--- config.mk ---
export PLATFORM = sky130hd
export DESIGN_NAME = m1_out_packer_flat
export DESIGN_NICKNAME = d
export VERILOG_FILES = /design/src/rtl/m1_out_packer_pkg.sv /design/src/rtl/m1_out_packer_if.sv /design/src/rtl/m1_out_packer_fifo.sv /design/src/rtl/m1_out_packer.sv /design/src/flat_wrapper.sv
export SDC_FILE = /design/constraint.sdc
export NUM_CORES = 1
export LEC_CHECK = 0
export CAP_MARGIN = 20
export CORE_MARGIN = 2
export CORE_UTILIZATION = 25
export CTS_CLUSTER_DIAMETER = 30
export DETAILED_ROUTE_END_ITERATION = 10
export GPL_TIMING_DRIVEN = 1
export HOLD_SLACK_MARGIN = 0.15
export PLACE_DENSITY = 0.42
export SETUP_SLACK_MARGIN = 0.4
export SLEW_MARGIN = 20
export SYNTH_ARGS = -nofsm -noshare
export SYNTH_HDL_FRONTEND = slang
export SYNTH_SLANG_ARGS = --single-unit
--- constraint.sdc ---
create_clock -name clk -period 1.9 [get_ports clk]
set_input_delay 0.38 -clock clk [delete_from_list [all_inputs] [get_ports clk]]
set_output_delay 0.38 -clock clk [all_outputs]
set_load 0.01 [all_outputs]
--- src/rtl/m1_out_packer_pkg.sv ---
// -----------------------------------------------------------------------------
// m1_pkg
// Shared definitions for the m1 output packer: packed word width, the bit
// offset and width of every m1 output field inside the word, the serializer
// state type, and helpers that build a word and select one of its bytes.
// No ports (package).
// -----------------------------------------------------------------------------
package m1_pkg;

  localparam int M1_WORD_W = 32;

  // Field placement inside the packed word (offset = LSB position).
  localparam int B1_OFF  = 0;   localparam int B1_W  = 1;
  localparam int BB1_OFF = 1;   localparam int BB1_W = 1;
  localparam int B2_OFF  = 2;   localparam int B2_W  = 1;
  localparam int BB2_OFF = 3;   localparam int BB2_W = 1;
  localparam int B4_OFF  = 4;   localparam int B4_W  = 2;
  localparam int BB4_OFF = 6;   localparam int BB4_W = 2;
  localparam int B5_OFF  = 8;   localparam int B5_W  = 2;
  localparam int BB5_OFF = 10;  localparam int BB5_W = 2;
  localparam int B7_OFF  = 12;  localparam int B7_W  = 5;
  localparam int BB7_OFF = 17;  localparam int BB7_W = 5;
  localparam int B8_OFF  = 22;  localparam int B8_W  = 5;
  localparam int BB8_OFF = 27;  localparam int BB8_W = 5;

  typedef enum logic {
    IDLE = 1'b0,
    SEND = 1'b1
  } m1_ser_state_t;

  // Build the packed word. The 5-bit fields are declared [1:5], so index 1
  // (their MSB) lands on the highest bit of its slice and numeric value is kept.
  function automatic logic [M1_WORD_W-1:0] m1_pack(
    input logic       b1,
    input logic       bb1,
    input logic       b2,
    input logic       bb2,
    input logic [1:0] b4,
    input logic [1:0] bb4,
    input logic [1:0] b5,
    input logic [1:0] bb5,
    input logic [1:5] b7,
    input logic [1:5] bb7,
    input logic [1:5] b8,
    input logic [1:5] bb8
  );
    logic [M1_WORD_W-1:0] w;
    w = {M1_WORD_W{1'b0}};
    w[B1_OFF  +: B1_W ] = b1;
    w[BB1_OFF +: BB1_W] = bb1;
    w[B2_OFF  +: B2_W ] = b2;
    w[BB2_OFF +: BB2_W] = bb2;
    w[B4_OFF  +: B4_W ] = b4;
    w[BB4_OFF +: BB4_W] = bb4;
    w[B5_OFF  +: B5_W ] = b5;
    w[BB5_OFF +: BB5_W] = bb5;
    w[B7_OFF  +: B7_W ] = b7;
    w[BB7_OFF +: BB7_W] = bb7;
    w[B8_OFF  +: B8_W ] = b8;
    w[BB8_OFF +: BB8_W] = bb8;
    return w;
  endfunction

  // Byte idx of a word, LSB byte first.
  function automatic logic [7:0] m1_byte_sel(
    input logic [M1_WORD_W-1:0] word,
    input logic [1:0]           idx
  );
    logic [7:0] b;
    case (idx)
      2'd0:    b = word[7:0];
      2'd1:    b = word[15:8];
      2'd2:    b = word[23:16];
      2'd3:    b = word[31:24];
      default: b = 8'h00;
    endcase
    return b;
  endfunction

endpackage

--- src/rtl/m1_out_packer_if.sv ---
// -----------------------------------------------------------------------------
// m1_out_packer_if
// Byte stream carrying packed m1 words to the downstream consumer.
//   byte_o        [7:0] stream data
//   byte_valid_o        data valid
//   byte_last_o         final byte of a word
//   byte_ready_i        downstream ready
// Modports: master = packer (drives data), slave = consumer (drives ready).
// -----------------------------------------------------------------------------
interface m1_out_packer_if;
  logic [7:0] byte_o;
  logic       byte_valid_o;
  logic       byte_last_o;
  logic       byte_ready_i;

  modport master (
    output byte_o,
    output byte_valid_o,
    output byte_last_o,
    input  byte_ready_i
  );

  modport slave (
    input  byte_o,
    input  byte_valid_o,
    input  byte_last_o,
    output byte_ready_i
  );
endinterface

--- src/rtl/m1_out_packer_fifo.sv ---
// -----------------------------------------------------------------------------
// m1_word_fifo
// Synchronous word FIFO with flush. Head and the entry behind it are both
// visible so the serializer can load the next word on the same edge it pops.
//   clk, rst_n      clock, async active-low reset
//   flush           synchronous empty, overrides push/pop
//   push, push_data write request/data (accepted when not full or popping)
//   pop             read request (ignored when empty)
//   rd_data         head entry
//   rd_data_nxt     entry after the head
//   count           occupancy, full, empty
// -----------------------------------------------------------------------------
module m1_word_fifo #(
  parameter int WIDTH = 32,
  parameter int DEPTH = 4
) (
  input  logic                       clk,
  input  logic                       rst_n,
  input  logic                       flush,
  input  logic                       push,
  input  logic [WIDTH-1:0]           push_data,
  input  logic                       pop,
  output logic [WIDTH-1:0]           rd_data,
  output logic [WIDTH-1:0]           rd_data_nxt,
  output logic [$clog2(DEPTH+1)-1:0] count,
  output logic                       full,
  output logic                       empty
);

  localparam int PTR_W = $clog2(DEPTH);
  localparam int CNT_W = $clog2(DEPTH+1);

  logic [WIDTH-1:0] mem_r [DEPTH];
  logic [PTR_W-1:0] wr_ptr_r;
  logic [PTR_W-1:0] rd_ptr_r;
  logic [PTR_W-1:0] rd_ptr_nxt_s;
  logic [CNT_W-1:0] count_r;
  logic             do_push_s;
  logic             do_pop_s;

  // Status flags and accepted push/pop; pointers alone cannot tell full from
  // empty, so the occupancy count decides.
  always_comb begin
    full         = (count_r == CNT_W'(DEPTH));
    empty        = (count_r == {CNT_W{1'b0}});
    do_pop_s     = pop & ~empty;
    do_push_s    = push & (~full | do_pop_s);
    rd_ptr_nxt_s = rd_ptr_r + PTR_W'(1);
  end

  assign rd_data     = mem_r[rd_ptr_r];
  assign rd_data_nxt = mem_r[rd_ptr_nxt_s];
  assign count       = count_r;

  // Storage, pointers and occupancy.
  always_ff @(posedge clk or negedge rst_n) begin
    if (!rst_n) begin
      for (int i = 0; i < DEPTH; i++) begin
        mem_r[i] <= {WIDTH{1'b0}};
      end
      wr_ptr_r <= {PTR_W{1'b0}};
      rd_ptr_r <= {PTR_W{1'b0}};
      count_r  <= {CNT_W{1'b0}};
    end else if (flush) begin
      wr_ptr_r <= {PTR_W{1'b0}};
      rd_ptr_r <= {PTR_W{1'b0}};
      count_r  <= {CNT_W{1'b0}};
    end else begin
      if (do_push_s) begin
        mem_r[wr_ptr_r] <= push_data;
        wr_ptr_r        <= wr_ptr_r + PTR_W'(1);
      end
      if (do_pop_s) begin
        rd_ptr_r <= rd_ptr_nxt_s;
      end
      case ({do_push_s, do_pop_s})
        2'b10:   count_r <= count_r + CNT_W'(1);
        2'b01:   count_r <= count_r - CNT_W'(1);
        default: count_r <= count_r;
      endcase
    end
  end

endmodule

--- src/rtl/m1_out_packer.sv ---
// -----------------------------------------------------------------------------
// m1_out_packer
// Captures m1's b*/bb* outputs into a 32-bit word on cap_i, queues words in a
// DEPTH-entry FIFO and streams them LSB byte first over a valid/ready stream.
// dump empties everything synchronously and abandons any word in flight.
//   clk, rst_n          clock, async active-low reset
//   cap_i               capture strobe
//   b1..bb8             m1 output fields (5-bit ones indexed [1:5], 1 = MSB)
//   dump                synchronous flush, highest priority
//   stream (master)     byte_o / byte_valid_o / byte_last_o / byte_ready_i
//   level_o             words held, including the one being sent
//   overflow_o          sticky: a capture was dropped on a full FIFO
// -----------------------------------------------------------------------------
module m1_out_packer
  import m1_pkg::*;
#(
  parameter int DEPTH = 4
) (
  input  logic                       clk,
  input  logic                       rst_n,
  input  logic                       cap_i,
  input  logic                       b1,
  input  logic                       bb1,
  input  logic                       b2,
  input  logic                       bb2,
  input  logic [1:0]                 b4,
  input  logic [1:0]                 bb4,
  input  logic [1:0]                 b5,
  input  logic [1:0]                 bb5,
  input  logic [1:5]                 b7,
  input  logic [1:5]                 bb7,
  input  logic [1:5]                 b8,
  input  logic [1:5]                 bb8,
  input  logic                       dump,
  m1_out_packer_if.master            stream,
  output logic [$clog2(DEPTH+1)-1:0] level_o,
  output logic                       overflow_o
);

  localparam int                LVL_W   = $clog2(DEPTH+1);
  localparam logic [LVL_W-1:0]  LVL_ONE = LVL_W'(1);

  logic [M1_WORD_W-1:0] word_s;
  logic [M1_WORD_W-1:0] head_s;
  logic [M1_WORD_W-1:0] head_nxt_s;
  logic [LVL_W-1:0]     count_s;
  logic                 full_s;
  logic                 empty_s;

  m1_ser_state_t state_r;
  m1_ser_state_t state_s;
  logic [1:0]    idx_r;
  logic [1:0]    idx_s;
  logic [7:0]    byte_r;
  logic [7:0]    byte_s;
  logic          valid_r;
  logic          valid_s;
  logic          last_r;
  logic          last_s;
  logic          ovf_r;
  logic          ovf_s;

  logic hs_s;
  logic pop_s;
  logic push_s;
  logic push_ok_s;

  assign word_s = m1_pack(b1, bb1, b2, bb2, b4, bb4, b5, bb5, b7, bb7, b8, bb8);

  // Handshake, pop on the final byte, and push acceptance (a full FIFO still
  // takes a word when its head leaves on the same edge).
  always_comb begin
    hs_s      = valid_r & stream.byte_ready_i;
    pop_s     = (state_r == SEND) & hs_s & (idx_r == 2'd3) & ~dump;
    push_s    = cap_i & ~dump;
    push_ok_s = push_s & (~full_s | pop_s);
  end

  m1_word_fifo #(
    .WIDTH (M1_WORD_W),
    .DEPTH (DEPTH)
  ) u_fifo (
    .clk         (clk),
    .rst_n       (rst_n),
    .flush       (dump),
    .push        (push_s),
    .push_data   (word_s),
    .pop         (pop_s),
    .rd_data     (head_s),
    .rd_data_nxt (head_nxt_s),
    .count       (count_s),
    .full        (full_s),
    .empty       (empty_s)
  );

  // Serializer next state; stream outputs are computed one edge ahead so they
  // leave this block straight from flops.
  always_comb begin
    state_s = state_r;
    idx_s   = idx_r;
    byte_s  = byte_r;
    valid_s = valid_r;
    last_s  = last_r;
    if (dump) begin
      state_s = IDLE;
      idx_s   = 2'd0;
      byte_s  = 8'h00;
      valid_s = 1'b0;
      last_s  = 1'b0;
    end else begin
      case (state_r)
        IDLE: begin
          if (!empty_s) begin
            state_s = SEND;
            idx_s   = 2'd0;
            byte_s  = m1_byte_sel(head_s, 2'd0);
            valid_s = 1'b1;
            last_s  = 1'b0;
          end else begin
            state_s = IDLE;
            idx_s   = 2'd0;
            byte_s  = 8'h00;
            valid_s = 1'b0;
            last_s  = 1'b0;
          end
        end
        SEND: begin
          if (hs_s && (idx_r == 2'd3)) begin
            // Word done: continue straight into the next queued word, which
            // is either the entry behind the head or the one pushed right now.
            if (count_s > LVL_ONE) begin
              state_s = SEND;
              idx_s   = 2'd0;
              byte_s  = m1_byte_sel(head_nxt_s, 2'd0);
              valid_s = 1'b1;
              last_s  = 1'b0;
            end else if (push_ok_s) begin
              state_s = SEND;
              idx_s   = 2'd0;
              byte_s  = m1_byte_sel(word_s, 2'd0);
              valid_s = 1'b1;
              last_s  = 1'b0;
            end else begin
              state_s = IDLE;
              idx_s   = 2'd0;
              byte_s  = 8'h00;
              valid_s = 1'b0;
              last_s  = 1'b0;
            end
          end else if (hs_s) begin
            idx_s  = idx_r + 2'd1;
            byte_s = m1_byte_sel(head_s, idx_r + 2'd1);
            last_s = (idx_r == 2'd2);
          end else begin
            // Stalled: everything holds.
            idx_s  = idx_r;
            byte_s = byte_r;
            last_s = last_r;
          end
        end
        default: begin
          state_s = IDLE;
          idx_s   = 2'd0;
          byte_s  = 8'h00;
          valid_s = 1'b0;
          last_s  = 1'b0;
        end
      endcase
    end
  end

  // Sticky overflow: set on a dropped capture, cleared only by dump.
  always_comb begin
    if (dump) begin
      ovf_s = 1'b0;
    end else if (push_s && !push_ok_s) begin
      ovf_s = 1'b1;
    end else begin
      ovf_s = ovf_r;
    end
  end

  // Serializer and flag registers.
  always_ff @(posedge clk or negedge rst_n) begin
    if (!rst_n) begin
      state_r <= IDLE;
      idx_r   <= 2'd0;
      byte_r  <= 8'h00;
      valid_r <= 1'b0;
      last_r  <= 1'b0;
      ovf_r   <= 1'b0;
    end else begin
      state_r <= state_s;
      idx_r   <= idx_s;
      byte_r  <= byte_s;
      valid_r <= valid_s;
      last_r  <= last_s;
      ovf_r   <= ovf_s;
    end
  end

  assign stream.byte_o       = byte_r;
  assign stream.byte_valid_o = valid_r;
  assign stream.byte_last_o  = last_r;
  assign level_o             = count_s;
  assign overflow_o          = ovf_r;

endmodule

--- src/flat_wrapper.sv ---
// flat-port wrapper written by rule: the top's interface ports become plain ports
module m1_out_packer_flat import m1_pkg::*;
#(
  parameter int DEPTH = 4
)
  (clk, rst_n, cap_i, b1, bb1, b2, bb2, b4, bb4, b5, bb5, b7, bb7, b8, bb8, dump, level_o, overflow_o, stream_byte_o, stream_byte_valid_o, stream_byte_last_o, stream_byte_ready_i);
  m1_out_packer_if stream_i ();
  input  logic clk;
  input  logic rst_n;
  input  logic cap_i;
  input  logic b1;
  input  logic bb1;
  input  logic b2;
  input  logic bb2;
  input  logic [1:0] b4;
  input  logic [1:0] bb4;
  input  logic [1:0] b5;
  input  logic [1:0] bb5;
  input  logic [1:5] b7;
  input  logic [1:5] bb7;
  input  logic [1:5] b8;
  input  logic [1:5] bb8;
  input  logic dump;
  output logic [$clog2(DEPTH+1)-1:0] level_o;
  output logic overflow_o;
  output wire logic [$bits(stream_i.byte_o)-1:0] stream_byte_o;
  output wire logic [$bits(stream_i.byte_valid_o)-1:0] stream_byte_valid_o;
  output wire logic [$bits(stream_i.byte_last_o)-1:0] stream_byte_last_o;
  input wire logic [$bits(stream_i.byte_ready_i)-1:0] stream_byte_ready_i;
  assign stream_byte_o = stream_i.byte_o;
  assign stream_byte_valid_o = stream_i.byte_valid_o;
  assign stream_byte_last_o = stream_i.byte_last_o;
  assign stream_i.byte_ready_i = stream_byte_ready_i;
  m1_out_packer #(.DEPTH(DEPTH)) u_core (.clk(clk), .rst_n(rst_n), .cap_i(cap_i), .b1(b1), .bb1(bb1), .b2(b2), .bb2(bb2), .b4(b4), .bb4(bb4), .b5(b5), .bb5(bb5), .b7(b7), .bb7(bb7), .b8(b8), .bb8(bb8), .dump(dump), .stream(stream_i), .level_o(level_o), .overflow_o(overflow_o));
endmodule
==> results of run 1 <==
synth_stat cells, types with 2 or more instances:
cell type and instances:
a21oi_1 20, a222oi_1 7, a31o_2 8, a31oi_1 2
and2_1 5, buf_2 18, buf_4 3, buf_6 3
clkbuf_1 11, dfrtp_1 149, ha_1 14, inv_1 8
mux2_2 165, mux2i_1 15, mux4_2 18, nand2_1 25
nand2b_1 4, nand3_1 12, nor2_1 5, nor2b_1 6
nor3_1 3, nor3b_1 2, o21a_1 2, o21ai_0 12
o2bb2ai_1 7, o311ai_0 8, or3_1 2, xnor2_1 2
power groups by stage:
stage          clock network (mW)  logic, mW  registers (mW)
6_report                     3.45       1.98            4.23
5_1_grt                      3.66       2.13            4.31
4_1_cts                      3.54       1.96            4.22
3_5_place_dp                    0       1.76            4.28
3_3_place_gp                    0       1.70            4.24
2_1_floorplan                   0       1.24            4.15
placed cells by master (no fill, tap or decap), types with 3 or more instances in the layout:
cell               n
buf_12            21
buf_4             41
mux4_2            18
inv_8              6
mux2i_1           15
nand2_8            3
clkbuf_16         18
nand2_1           22
dfrtp_2            3
clkdlybuf4s50_1   35
buf_6             24
o2bb2ai_1          7
ha_1               9
clkdlybuf4s15_1    9
ha_2               3
mux2_2           121
a31o_2             8
a21oi_1           19
nand3_1            9
a222oi_1           7
nor2b_1            3
dfrtp_1          146
o21ai_0            9
nor2_1             4
and2_4             4
inv_6              4
buf_16            12
inv_1              6
nand2b_1           4
o311ai_0           8
mux2_4            44
through the flow:
step	std cells	util, %	cell area (um^2)
CTS	1072	35.21	10380
floorplan	551	-	7692
detailed placement	1003	30.06	8861
global route	1086	36.13	10650
global placement	1003	30.06	8861
finish	1086	36.13	10650
cell families (layout without fill, tap and decap cells):
logic type	count (synthesis)	in the layout	synth area share [%]
AO/OA/AOI/OAI	75	77	7.289
XOR/XNOR	2	2	0.2352
adder cells (fa/ha/maj)	14	14	2.351
buffers and inverters	45	188	3.040
flip-flops	149	149	50.05
multiplexers	198	198	32.40
AND/OR/NAND/NOR	68	68	4.636
flip-flops by register name, indices dropped and copies added, names as in the netlist, 2 cells and up:
signal,flops
u_core.u_fifo.count,3
u_core.u_fifo.wr_ptr_r,2
u_core.u_fifo.mem_r,128
u_core.stream.byte_o,8
u_core.idx_r,2
u_core.u_fifo.rd_ptr_r,2
timing repair:
item                                    4_1_cts  5_1_grt
endpoints found under the setup margin      159      151
hold buffers                                  1        0
endpoints found under the hold margin        32        0
resized for setup                           124       26
pin swaps                                    11       20
setup buffers                                21       13
gates cloned                                 15        1
area by class of cell:
class | count | area (um^2)
Tap cell | 390 | 488.0
Fill cell | 2881 | 18830
Clock inverter | 14 | 156.4
Inverter | 8 | 30.03
Sequential cell | 149 | 3732
Multi-Input combinational cell | 359 | 3931
Timing Repair Buffer | 148 | 1876
Clock buffer | 18 | 439.2
layer usage:
metal	wire length (um)	vias to the layer above	share of wire, %
met5	0	-	0
met4	235	0	1.0
met3	609	12	2.7
met2	10940	80	48
met1	11080	2716	48
li1	-	2349	-
worst max path at each step:
stage | startpoint | end | slack (ns) | depth (start not counted)
after floorplan | u_core.idx_r[1]$_DFFE_PN0P_ | u_core.u_fifo.mem_r[100]$_DFFE_PN0P_ | 0.04 | 7
final | u_core.u_fifo.rd_ptr_r[1]$_DFFE_PN0P_ | u_core.stream.byte_o[4]$_DFFE_PN0P_ | -0.14 | 6
after detailed placement | cap_i | u_core.u_fifo.mem_r[96]$_DFFE_PN0P_ | -0.34 | 6
after CTS | u_core.u_fifo.rd_ptr_r[1]$_DFFE_PN0P_ | u_core.stream.byte_o[0]$_DFFE_PN0P_ | -0.15 | 6
after global routing | u_core.u_fifo.rd_ptr_r[1]$_DFFE_PN0P_ | u_core.stream.byte_o[3]$_DFFE_PN0P_ | -0.23 | 6
after global placement | cap_i | u_core.u_fifo.mem_r[127]$_DFFE_PN0P_ | -0.32 | 6
==> out/results.ini, run 1 <==
[outcome]
status=finished with violations
violations=setup timing

[cts]
cts_sinks=149
root_buffer=clkbuf_16
cts_tree=built
htreeDepth=4
clock_latency_ns=0.43
cts_buffers=17
clk_pin_slew_ns=0.07
clockBufferDepth=2

[critical_path]
crit_arrival_ns=2.36
critPathLaunchType=flop
timing.reg2reg.worst_path_depth=6
crit_path_max_fanout=9
cpMaxStageDelayCell=a222oi_1
critical_path_class=reg -> reg
critPathMaxStageDelay_ns=0.44
reg2reg_from=u_core.u_fifo.rd_ptr_r[1]$_DFFE_PN0P_
crit_family=compound AO/OA/AOI/OAI gates
cp_cell_sequence=buf_4 -> buf_8 -> mux2_2 -> a222oi_1 -> nand3_1 -> a31o_2
cp-end-kind=flop
cp_num_buf_inv=2
worstPathRequired_ns=2.21
r2r_setup_slack_ns=-0.14
r2r_end=u_core.stream.byte_o[4]$_DFFE_PN0P_

[placed_design]
dpl_worst_slack_ns=-0.3381
gp_congestion=0.7051
portBuffers=50
place_hpwl_um=13720

[min_path]
worstHoldPathType=in -> async

[power_and_ir_drop]
cellLeakagePower_nw=4.572
pwr-share-clk_pct=35.7
finalPower_mw=9.666
sw_frac_of_total_pct=27.38
ir_drop_mv=0.4968
intPower_mw=7.019
p_switching_mw=2.646
combPwrFrac_pct=20.5
powerDensity_nw_per_um2=907.4
pwr-share-seq_pct=43.8

[timing]
rsz0062_at_grt=true
hold_violations=0
slew_headroom_pct=47.34
slew_violations=0
postLayoutSetupSlackWorst_ns=-0.1444
max_freq_mhz=489.1
skew_ns=0.009652
timing.final.crit_share_pct=107.6
setup_violations=114
setup-tns-final_ns=-5.216
holdWs_ns=0.4438
finalCriticalPeriod_ns=2.044
tightest_slew_ns=0.7900

[yosys]
syn-mean-instance-area_um2=13.52
syn_inst=551
syn-cell-area_um2=7450
yosys.cell_types.count=43
synth-main-ff-cell=dfrtp_1
synth_edf_count=0
yosys.area.top_type=dfrtp_1
syn-num-nets=602
ys_warn_count=0
async_flop_share_pct=100.0
synth-seq-cells=149
ys_seq_area_share_pct=50.05
synthTopCellsByArea=dfrtp_1, mux2_2, mux4_2, ha_1, mux2i_1
yosysTopAreaCellShare_pct=50.05

[floorplan]
die_h_um=176.6
start_util_pct=25.27
core_area_um2=29480
rows=63
ioPinCount=51
fp.dieArea_um2=31190
die_w_um=176.6

[finish]
area_growth_pct=43.00
n_antenna_cell=0
drive_gt1_share_pct=52.87
fin_nets=734

[global_route]
grt_max_degree=43
gr-max-usage-layer=met2
globalRouteTotalUtil_pct=15.21
antenna_found_initial=0
grtUsageMet2_pct=23.94
grt_pass1_vias=5593
grt_overflow=0
gr-usage-met1_pct=21.77
grt_pass1_wl_um=35060
met3_usage_pct=2.642

[detailed_routing]
ant_nets=0
via_per_inst=4.749
drc=0
dr.pass1.iters=4
vias=5157
post_drt_wl_per_cell_um=21.05
drt_iter0_markers=337
drt_wl_total_um=22870

[job]
timing.max_cap.violations=0

Power figures use the tool's default switching activity.
==> run 2, diff against run 1 <==
--- a/config.mk
+++ b/config.mk
@@ -11,7 +11,6 @@
 export CTS_CLUSTER_DIAMETER = 30
 export DETAILED_ROUTE_END_ITERATION = 10
 export GPL_TIMING_DRIVEN = 1
-export HOLD_SLACK_MARGIN = 0.15
 export PLACE_DENSITY = 0.42
 export SETUP_SLACK_MARGIN = 0.4
 export SLEW_MARGIN = 20
==> results of run 2 <==
Same layout as run 1: the final DEF is identical, and so are final timing and power.
==> run 3, diff against run 2 <==
--- a/config.mk
+++ b/config.mk
@@ -6,12 +6,14 @@
 export NUM_CORES = 1
 export LEC_CHECK = 0
 export CAP_MARGIN = 20
+export CELL_PAD_IN_SITES_DETAIL_PLACEMENT = 1
+export CELL_PAD_IN_SITES_GLOBAL_PLACEMENT = 1
 export CORE_MARGIN = 2
 export CORE_UTILIZATION = 25
 export CTS_CLUSTER_DIAMETER = 30
 export DETAILED_ROUTE_END_ITERATION = 10
 export GPL_TIMING_DRIVEN = 1
-export PLACE_DENSITY = 0.42
+export PLACE_DENSITY = 0.48
 export SETUP_SLACK_MARGIN = 0.4
 export SLEW_MARGIN = 20
 export SYNTH_ARGS = -nofsm -noshare
==> run 3 against run 2 <==
Against the previous run:
- the flow still finishes with violations (setup timing)
- clock skew up 0.0020 ns
- global-route usage rose by 0.36 points
- highest routed layer unchanged
- sequential power about the same
- maximum frequency is essentially flat
- register-to-register slack barely moved
==> out/results.ini, run 3 (synthesis gave the netlist of run 1 again) <==
[placed_design]
gp_congestion=0.7237  ; +2.6%
place_hpwl_um=14390  ; +4.9%
dpl_cell_area_um2=8946  ; +0.96%
place_inst=1006  ; +0.30%
portBuffers=50  ; unchanged

[finish]
n_antenna_cell=0  ; unchanged
fin_nets=741  ; +0.95%
final_core_util_pct=36.39  ; +0.25 points
layout_common_cells=dfrtp_1, mux2_2, buf_4, mux2_4, clkdlybuf4s50_1
regMostFlops=u_core.u_fifo.mem_r
fin_area_um2=10730  ; +0.70%
area_growth_pct=44.00
final_common_cell=dfrtp_1
largest_reg_flops=128  ; unchanged
drive_gt1_share_pct=54.13  ; +1.3 points
stdcell_count=1092  ; +0.55%

[cts]
cts_buffers=17  ; unchanged
htreeDepth=4  ; unchanged
clockBufferDepth=2  ; unchanged
cts_sinks=149  ; unchanged
clk_pin_slew_ns=0.07  ; about the same
clock_latency_ns=0.43  ; about the same
cts_tree=built
root_buffer=clkbuf_16

[outcome]
status=finished with violations
violations=setup timing

[critical_path]
crit_arrival_ns=2.37  ; about the same
reg2reg_from=u_core.idx_r[1]$_DFFE_PN0P_
cp_num_buf_inv=3  ; +1
critical_path_class=reg -> reg
cpMaxStageDelayCell=a222oi_1
critPathMaxStageDelay_ns=0.38  ; -0.06 ns
cp_cell_sequence=buf_4 -> inv_1 -> ha_4 -> and2_4 -> buf_4 -> a222oi_1 -> nand3_1 -> a31o_2
cp-end-kind=flop
worstPathRequired_ns=2.22  ; about the same
critPathMostFrequentCell=buf_4
crit_path_max_fanout=6  ; -3
crit_family=compound AO/OA/AOI/OAI gates
r2r_end=u_core.stream.byte_o[3]$_DFFE_PN0P_
timing.reg2reg.worst_path_depth=8  ; +2
startpoint=u_core.idx_r[1]$_DFFE_PN0P_
r2r_setup_slack_ns=-0.14  ; about the same
critPathLaunchType=flop

[timing]
tightest_slew_ns=0.7153  ; -0.07463 ns
setup-tns-final_ns=-10.58  ; -5.369 ns
postLayoutSetupSlackWorst_ns=-0.1444  ; +0.00005600 ns
skew_ns=0.01166  ; +0.002010 ns
slew_headroom_pct=52.31  ; +5.0 points
rsz0062_at_grt=true
slew_violations=0  ; unchanged
timing.final.crit_share_pct=107.6  ; about the same
finalCriticalPeriod_ns=2.044  ; -0.00005600 ns
max_freq_mhz=489.1  ; about the same
setup_violations=128  ; +12%
hold_violations=0  ; unchanged

[global_route]
grt_pass1_wl_um=35870  ; +2.3%
grt_max_degree=49  ; +14%
grt_overflow=0  ; unchanged
globalRouteTotalUtil_pct=15.57  ; +0.36 points
grt_pass1_vias=5755  ; +2.9%
antenna_found_initial=0  ; unchanged

[job]
timing.max_cap.violations=0  ; unchanged

[detailed_routing]
drt_wl_total_um=23670  ; +3.5%
via_per_inst=4.759  ; +0.22%
drt_iter0_markers=288  ; -15%
ant_nets=0  ; unchanged
vias=5197  ; +0.78%
post_drt_wl_per_cell_um=21.67  ; +2.9%
dr.pass1.iters=4  ; unchanged
drc=0  ; unchanged

[power_and_ir_drop]
ir_drop_mv=0.5911  ; +19%
cellLeakagePower_nw=4.617  ; +1.0%
finalPower_mw=9.555  ; -1.1%
powerDensity_nw_per_um2=890.7  ; -1.8%

[floorplan]
die_w_um=176.6  ; unchanged
die_h_um=176.6  ; unchanged
core_area_um2=29480  ; unchanged
start_util_pct=25.27  ; unchanged
ioPinCount=51  ; unchanged
rows=63  ; unchanged
fp.dieArea_um2=31190  ; unchanged

[min_path]
worstHoldPathType=in -> async

[run 3: cell count changes in the layout (fill, tap and decap cells not counted), moves of 4 or more]
cell,delta
buf_4,+6
inv_8,-5
mux2_4,-4
mux2_2,+4
[run 3: per-stage QoR]
step | setup slack [ns] | hold WS, ns
floorplan | 0.03753 | 0.08441
global placement | -0.3595 | 0.3543
detailed placement | -0.3816 | 0.3686
CTS | -0.1197 | 0.4744
global route | -0.1988 | 0.5028
finish | -0.1444 | 0.4738
[run 3: area by class of cell]
class / instances / area, um^2
Fill cell: 3068 / 18750
Multi-Input combinational cell: 357 / 3918
Sequential cell: 149 / 3732
Timing Repair Buffer: 157 / 1987
Tap cell: 390 / 488.0
Clock buffer: 17 / 425.4
Clock inverter: 14 / 145.1
Inverter: 8 / 32.53
[run 3: power by group]
group / total [mW] / internal, mW / switching, mW / leakage [nW]
clock: 3.35 / 1.83 / 1.51 / 0.268
combinational: 1.96 / 1.24 / 0.720 / 2.46
sequential: 4.25 / 3.85 / 0.398 / 1.89
[run 3: timing repair]
item,in CTS,in global routing
hold buffers,1,0
pin swaps,16,11
endpoints found under the hold margin,41,0
setup endpoints to repair,159,151
gates cloned,12,3
gates resized for setup,122,28
buffers inserted,22,17
[run 3: how the worst max path moves through the flow]
stage / end / depth (start not counted)
final: u_core.stream.byte_o[3]$_DFFE_PN0P_ / 8
after global routing: u_core.stream.byte_o[5]$_DFFE_PN0P_ / 8
after floorplan: u_core.u_fifo.mem_r[100]$_DFFE_PN0P_ / 7
after CTS: u_core.stream.byte_o[6]$_DFFE_PN0P_ / 6
after detailed placement: u_core.u_fifo.mem_r[115]$_DFFE_PN0P_ / 6
after global placement: u_core.u_fifo.mem_r[115]$_DFFE_PN0P_ / 6
[run 3: metal layers]
| layer | vias to the layer above | GRT usage (%) | part of all wire [%] |
|---|---|---|---|
| met5 | - | 0 | 0 |
| met4 | 0 | 4.614 | 1.6 |
| met3 | 21 | 2.642 | 2.5 |
| met2 | 75 | 25.18 | 49 |
| met1 | 2752 | 21.38 | 47 |
| li1 | 2349 | - | - |
